[config.mk]
export PLATFORM = sky130hd
export DESIGN_NAME = stopwatch_ctrl
export DESIGN_NICKNAME = d
export VERILOG_FILES = /design/src/rtl/stopwatch_ctrl.sv
export SDC_FILE = /design/constraint.sdc
export NUM_CORES = 1
export LEC_CHECK = 0
export CAP_MARGIN = 0
export CORE_MARGIN = 2
export CORE_UTILIZATION = 55
export CTS_BUF_LIST = sky130_fd_sc_hd__clkbuf_2 sky130_fd_sc_hd__clkbuf_4 sky130_fd_sc_hd__clkbuf_8
export CTS_CLUSTER_SIZE = 30
export DETAILED_ROUTE_END_ITERATION = 10
export GPL_ROUTABILITY_DRIVEN = 0
export PLACE_DENSITY = 0.77
export SLEW_MARGIN = 20
export SYNTH_ARGS = -nofsm -noshare
export SYNTH_HDL_FRONTEND = slang
export SYNTH_SLANG_ARGS = --single-unit
[constraint.sdc]
create_clock -name clk -period 2.66 [get_ports clk]
set_clock_uncertainty 0.05 [all_clocks]
set_input_delay 0.798 -clock clk [delete_from_list [all_inputs] [get_ports clk]]
set_output_delay 0.798 -clock clk [all_outputs]
set_load 0.05 [all_outputs]
[src/rtl/stopwatch_ctrl.sv]
`timescale 1ns/1ps
`default_nettype none
// +----------------------------------------------------------------------------+
// | stopwatch_ctrl : start/stop/lap sequencer driving a 4-digit BCD SS.hh time  |
// | Rev 1.0                                                                     |
// +----------------------------------------------------------------------------+
module stopwatch_ctrl #(
  parameter int PRESC = 10
) (
  input  logic        clk,
  input  logic        rst,
  input  logic        ce1ms,
  input  logic        btn_start,
  input  logic        btn_lap,
  output logic [15:0] dat,
  output logic        running,
  output logic        lap_active,
  output logic        ovf
);

  localparam logic [3:0] c_PRESC_LAST = 4'(PRESC - 1);

  typedef enum logic [1:0] {
    S_IDLE  = 2'd0,
    S_RUN   = 2'd1,
    S_PAUSE = 2'd2,
    S_LAP   = 2'd3
  } state_t;

  state_t      r_state;
  state_t      w_state_nxt;
  logic        r_start_prev;
  logic        r_lap_prev;
  logic [3:0]  r_presc;
  logic [3:0]  w_presc_nxt;
  logic [15:0] r_cnt;
  logic [15:0] w_cnt_nxt;
  logic [15:0] w_cnt_inc;
  logic [15:0] r_snap;
  logic [15:0] w_snap_nxt;
  logic [15:0] r_dat;
  logic        r_running;
  logic        r_lap_active;
  logic        r_ovf;
  logic        w_start_ev;
  logic        w_lap_ev;
  logic        w_counting;
  logic        w_tick;
  logic        w_wrap;

  // Start has priority: a simultaneous lap edge is discarded.
  assign w_start_ev = btn_start & ~r_start_prev;
  assign w_lap_ev   = btn_lap & ~r_lap_prev & ~w_start_ev;
  assign w_counting = (r_state == S_RUN) || (r_state == S_LAP);
  assign w_tick     = w_counting && ce1ms && (r_presc == c_PRESC_LAST);

  always_comb begin : bcd_inc
    logic carry;
    carry     = 1'b1;
    w_cnt_inc = r_cnt;
    for (int i = 0; i < 4; i++) begin
      if (carry) begin
        if (r_cnt[4*i +: 4] == 4'd9) begin
          w_cnt_inc[4*i +: 4] = 4'd0;
        end else begin
          w_cnt_inc[4*i +: 4] = r_cnt[4*i +: 4] + 4'd1;
          carry               = 1'b0;
        end
      end
    end
    w_wrap = carry;
  end

  always_comb begin
    w_state_nxt = r_state;
    w_cnt_nxt   = r_cnt;
    w_presc_nxt = r_presc;
    w_snap_nxt  = r_snap;
    if (w_counting && ce1ms) begin
      w_presc_nxt = w_tick ? 4'd0 : r_presc + 4'd1;
    end
    if (w_tick) begin
      w_cnt_nxt = w_cnt_inc;
    end
    case (r_state)
      S_IDLE: begin
        w_cnt_nxt   = '0;
        w_presc_nxt = '0;
        if (w_start_ev) w_state_nxt = S_RUN;
      end
      S_RUN: begin
        if (w_start_ev) begin
          w_state_nxt = S_PAUSE;
        end else if (w_lap_ev) begin
          w_state_nxt = S_LAP;
          w_snap_nxt  = r_cnt;   // pre-increment value even on a tick cycle
        end
      end
      S_LAP: begin
        if (w_start_ev)    w_state_nxt = S_PAUSE;
        else if (w_lap_ev) w_state_nxt = S_RUN;
      end
      S_PAUSE: begin
        if (w_start_ev) begin
          w_state_nxt = S_RUN;
        end else if (w_lap_ev) begin
          w_state_nxt = S_IDLE;
          w_cnt_nxt   = '0;
          w_presc_nxt = '0;
        end
      end
      default: w_state_nxt = S_IDLE;
    endcase
  end

  always_ff @(posedge clk) begin
    if (rst) r_state <= S_IDLE;
    else     r_state <= w_state_nxt;
  end

  // Outputs are computed from next-state values so they are registered yet current.
  always_ff @(posedge clk) begin
    if (rst) begin
      r_start_prev <= 1'b0;
      r_lap_prev   <= 1'b0;
      r_presc      <= '0;
      r_cnt        <= '0;
      r_snap       <= '0;
      r_dat        <= '0;
      r_running    <= 1'b0;
      r_lap_active <= 1'b0;
      r_ovf        <= 1'b0;
    end else begin
      r_start_prev <= btn_start;
      r_lap_prev   <= btn_lap;
      r_presc      <= w_presc_nxt;
      r_cnt        <= w_cnt_nxt;
      r_snap       <= w_snap_nxt;
      r_dat        <= (w_state_nxt == S_LAP) ? w_snap_nxt : w_cnt_nxt;
      r_running    <= (w_state_nxt == S_RUN) || (w_state_nxt == S_LAP);
      r_lap_active <= (w_state_nxt == S_LAP);
      r_ovf        <= w_tick & w_wrap;
    end
  end

  assign dat        = r_dat;
  assign running    = r_running;
  assign lap_active = r_lap_active;
  assign ovf        = r_ovf;

endmodule
`default_nettype wire
After elaboration in Yosys (flattened, before gate mapping). Index checks and enable logic that the tools add are counted.

Bits in registers: 59. Input bits: 5. Output and inout port bits: 19. Logic and storage cells: 72.

Add/sub/neg operators: 5. Equal/unequal tests: 10. Muxes and demuxes: 35. Bitwise logic cells: 7. Reductions and logical operators: 5.

Operators with widths (count): $mux W16 (7); $mux W4 (11); $pmux W16 S2 (1); $add A4 B1 Y4 const B (5); $eq A4 B4 Y1 const B (5); $mux W2 (7); $pmux W2 S4 (1); $pmux W4 S2 (1); $mux W1 (7); $eq A2 B2 Y1 const B (3); $and A1 B1 Y1 (4); $eq A2 B1 Y1 const B (2); $not A1 Y1 (3); $logic_and A1 B1 Y1 (2); $logic_not A2 Y1 (1); $logic_or A1 B1 Y1 (2).

Logic depth before layout (Yosys ltp).
Depth after elaboration: 10. Gate-level depth with buffers: 7. Mapped depth without buffers: 7.

Worst setup path after synthesis. OpenSTA, ideal clock, no wires.

Kind: input port to flip-flop. Start point: input btn_start. End point: register r_dat[5] (netlist: dat[5]). Library setup time: 132 ps. Arrival: 2018 ps. Data required time: 2478 ps. Slack: 460 ps. Stages on the path: 7. Buffers on the path: 2. Cell sequence: nand2b_1 -> nand2_1 -> or3_1 -> buf_2 -> buf_2 -> mux2i_1 -> a2bb2oi_2.

Word-level cells in the longest chain between the ends: 8. Elaborated cells on any way between the ends: 19. Those cells by class: eq/ne: 1; mux: 15; bitwise: 3.

RTL lines: start: declaration (RTL line 13) `input logic btn_start,`; $and A1 B1 Y1 (*) (RTL line 52) `assign w_start_ev = btn_start & ~r_start_prev;`; $not A1 Y1 (RTL line 53) `assign w_lap_ev = btn_lap & ~r_lap_prev & ~w_start_ev;`; $and A1 B1 Y1 (RTL line 53); $mux W2 (on tied branches) (RTL line 106, 101, 94); $mux W2 (on tied branches) (RTL line 104, 100, 92); $pmux W2 S4 (RTL line 85) `case (r_state)`; $eq A2 B2 Y1 (RTL line 139) `r_dat <= (w_state_nxt == S_LAP) ? w_snap_nxt : w_cnt_nxt;`; $mux W16 (*) (RTL line 139); end signal: assignment (RTL line 139); end: declaration (RTL line 41) `logic [15:0] r_dat;`.

Every way passes the cells marked *; elsewhere a longest branch is shown, timed or not. A chain may end at the register's enable or synchronous reset.

Final worst setup path.
Start point: input btn_lap. End point: register r_dat[0] (netlist: dat[0]).

Word-level cells in the longest chain between the ends: 7. Elaborated cells on any way between the ends: 17. Those cells by class: eq/ne: 1; mux: 14; bitwise: 2.

RTL lines: start: declaration (RTL line 14) `input logic btn_lap,`; $and A1 B1 Y1 (*) (2 in series) (RTL line 53); $mux W2 (on tied branches) (RTL line 106, 101, 94); $mux W2 (on tied branches) (RTL line 104, 100, 92); $pmux W2 S4 (RTL line 85); $eq A2 B2 Y1 (RTL line 139); $mux W16 (*) (RTL line 139).

Marked as above.

==> impl_metrics.tcl <==
set metrics [dict create \
    cts_tree "yes" \
    grt_pass1_wl_mm 8.31 \
    worst_slew_pin_slew_ns 0.501 \
    syn-instance-count 245 \
    rr_worst_depth 6 \
    synth-warning-count 0 \
    grt_max_degree 17 \
    vdd_drop_max_v 0.000331 \
    cts_root_buffer "clkbuf_8" \
    yosysTopAreaCell "dfxtp_1" \
    ios 24 \
    route.met2.wl_mm 2.16 \
    ff_latch_area_mm2 0.00118 \
    rsz0062_at_grt "false" \
    synth_top_cell_area_share_pct 48.8 \
    start_util_pct 56.4 \
    clkSinkCount 59 \
    met1Wirelength_mm 2.37 \
    ys_seq_area_share_pct 48.8 \
    clock_latency_ns 0.34 \
    syn_to_final_growth_pct 25.5 \
    wirelength_mm 4.79 \
    dieArea_mm2 0.00495 \
    via_count 1886 \
    post_drt_wl_per_cell_um 13.8 \
    drtAntennaViolNets 0 \
    dr_wl_met3_um 197 \
    path_buf_inv 2 \
    max_slew_margin_pct 66.5 \
    hold_depth 2 \
    syn_area_mm2 0.00242 \
    synth_flop_cell "dfxtp_1" \
    synth.distinct_cells 49 \
    crit_type "in -> reg" \
    antenna_found_initial 0 \
    critPathMaxFanout 9 \
    path_cells "clkdlybuf4s50_1, nor2b_1, xnor2_1, or3_1, inv_2, a2bb2oi_1" \
    grt-ovfl-total 0 \
    cts_resized 0 \
    finalSetupViolCount 0 \
    hp-class "reg -> reg" \
    synth.top_cells.by_count "dfxtp_1 (59), nor2_1 (38), mux2i_1 (17), a21oi_1 (9), nand3_1 (9)" \
    period_minus_slack_ns 2.38 \
    multiInputGateArea_mm2 0.00117 \
    htree_num_levels 3 \
    drc 0 \
    slowest_stage "or3_1" \
    clkTransAtPathRegs_ns 0.07 \
    core.rowCount 24 \
    drive_above_1_share_pct 16.9 \
    diodes 0 \
    end_kind "register" \
    cts_hold_buf 0 \
    drt_pass1_iterations 4 \
    postLayoutCoreUtil_pct 70.7 \
    leakage_nw 1.23 \
    setup_tns_ns 0 \
    avgSynthCellArea_um2 9.88 \
    crit_required_ns 2.87 \
    finalCritPeriodShare_pct 89.5 \
    ys_ff_latch 59 \
    crit_family "buffers and inverters" \
    maxUsedRoutingLayer "met4" \
    power.density_mw_per_mm2 604 \
    portBuffers 23 \
    chipWidth_um 70.3 \
    cts_buffer_depth 2 \
    max_freq_mhz 420 \
    cts_buffers 9 \
    ys_async_sr_fraction_pct 0 \
    crit_path_start_kind "input port" \
    slowest_delay_ns 0.53 \
    maxCapViolCount 0 \
    hold_violations 0 \
    grt_util_all_layers_pct 21.3 \
    avgViaCountPerCell 5.44 \
    nNetsFinal 299 \
    arrival_ns 2.59 \
    coreArea_mm2 0.00429 \
    dp_hpwl_mm 3.34 \
    grt_pass1_vias 1876 \
    fill_cells 341 \
    drtIter0Drc 75 \
    post_cts_buffers 0 \
    synth.area.top_cells "dfxtp_1 (49%), mux2i_1 (7.0%), nor2_1 (5.9%)" \
    die_h_um 70.3 \
    synth_edf_count 0 \
    slew_viol_final 0 \
    syn_nets 254 \
    final_area_mm2 0.00304 \
    place_area_mm2 0.00284 \
    synth.most_common_cell "dfxtp_1" \
    status "completed" \
    critical_path_depth 6 \
]
[cell families (layout without fill, tap and decap cells)]
| kind of cell | count (synthesis) | count (layout) | synth area share (%) |
|---|---|---|---|
| AND/OR/NAND/NOR | 99 | 99 | 22.7 |
| XOR/XNOR | 9 | 9 | 3.26 |
| flip-flops | 59 | 59 | 48.8 |
| multiplexers | 17 | 17 | 7.03 |
| adder cells (fa/ha/maj) | 4 | 4 | 2.07 |
| buffers and inverters | 16 | 66 | 3.05 |
| AO/OA/AOI/OAI | 41 | 41 | 13.1 |
[path summary, 6_finish.rpt]
kind | to | slack (ns) | start
max | dat[0] | 0.28 | btn_lap
min | r_snap[11] | 0.44 | r_snap[11]
max reg2reg | dat[15] | 0.54 | r_presc[0]
min reg2reg | r_snap[11] | 0.44 | r_snap[11]
[layer usage]
layer	track usage (%)	vias to the layer above
met5	0	-
met4	7.91	0
met3	6.06	8
met2	33.6	34
met1	27.7	882
li1	-	962
[per-stage QoR]
stage               instances  setup slack (ns)  power (mW)  hold WS (ns)
floorplan                 245             0.460       0.994         0.410
global placement          331           -0.0170        1.04         0.422
detailed placement        331           -0.0370        1.04         0.434
CTS                       347             0.291        1.85         0.450
global route              347             0.144        1.90         0.485
finish                    347             0.280        1.84         0.442
[worst reg2reg max path: stages, from the launching register on]
cell      delay (ns)
dfxtp_1         0.40
ha_1            0.28
nand3b_4        0.16
or3_4           0.45
or3_1           0.39
a21oi_2         0.18
a221oi_2        0.08
[state kept, by name, indices dropped and copies added, names as in the netlist]
register      flops
r_start_prev      1
lap_active        1
running           1
r_presc           4
dat              16
r_lap_prev        1
r_snap           16
r_state           2
r_cnt            16
ovf               1
[layout by cell type, fill, tap and decap left out, types with 2 or more instances in the layout]
cell type | netlist | final
a211oi_1 | 2 | 2
a21oi_1 | 9 | 9
a21oi_2 | 3 | 3
a221oi_1 | 3 | 3
a221oi_2 | 2 | 2
a2bb2oi_1 | 5 | 5
a2bb2oi_2 | 2 | 2
and2_1 | 2 | 2
and3b_1 | 2 | 2
buf_4 | 0 | 20
clkbuf_8 | 0 | 10
clkdlybuf4s50_1 | 0 | 23
clkinvlp_4 | 0 | 4
dfxtp_1 | 59 | 59
ha_1 | 4 | 4
inv_1 | 4 | 4
inv_2 | 2 | 2
mux2i_1 | 17 | 17
nand2_1 | 8 | 8
nand2b_1 | 5 | 5
nand3_1 | 9 | 9
nand3b_1 | 2 | 2
nand4_1 | 2 | 2
nor2_1 | 38 | 38
nor2b_1 | 7 | 7
nor3_1 | 6 | 6
nor4_1 | 4 | 4
o21ai_0 | 3 | 3
o22ai_1 | 4 | 4
or3_1 | 5 | 5
xnor2_1 | 6 | 6
xor2_1 | 3 | 3
[layout make-up]
type | instances | share of cell area (%)
sequential | 59 | 38.9
multi-input combinational | 170 | 38.4
timing repair buffer | 44 | 13.2
clock buffer | 10 | 4.53
clock inverter | 6 | 2.14
tap | 52 | 2.14
inverter | 6 | 0.741
[power breakdown]
part           internal [mW]  switching, mW  leakage, nW  total, mW
Sequential             0.893        0.00806        0.476      0.901
Clock                  0.455          0.357       0.0905      0.813
Combinational         0.0511         0.0714        0.662      0.122
Total                   1.40          0.437         1.23       1.84
(Power assumes the default switching activity.)
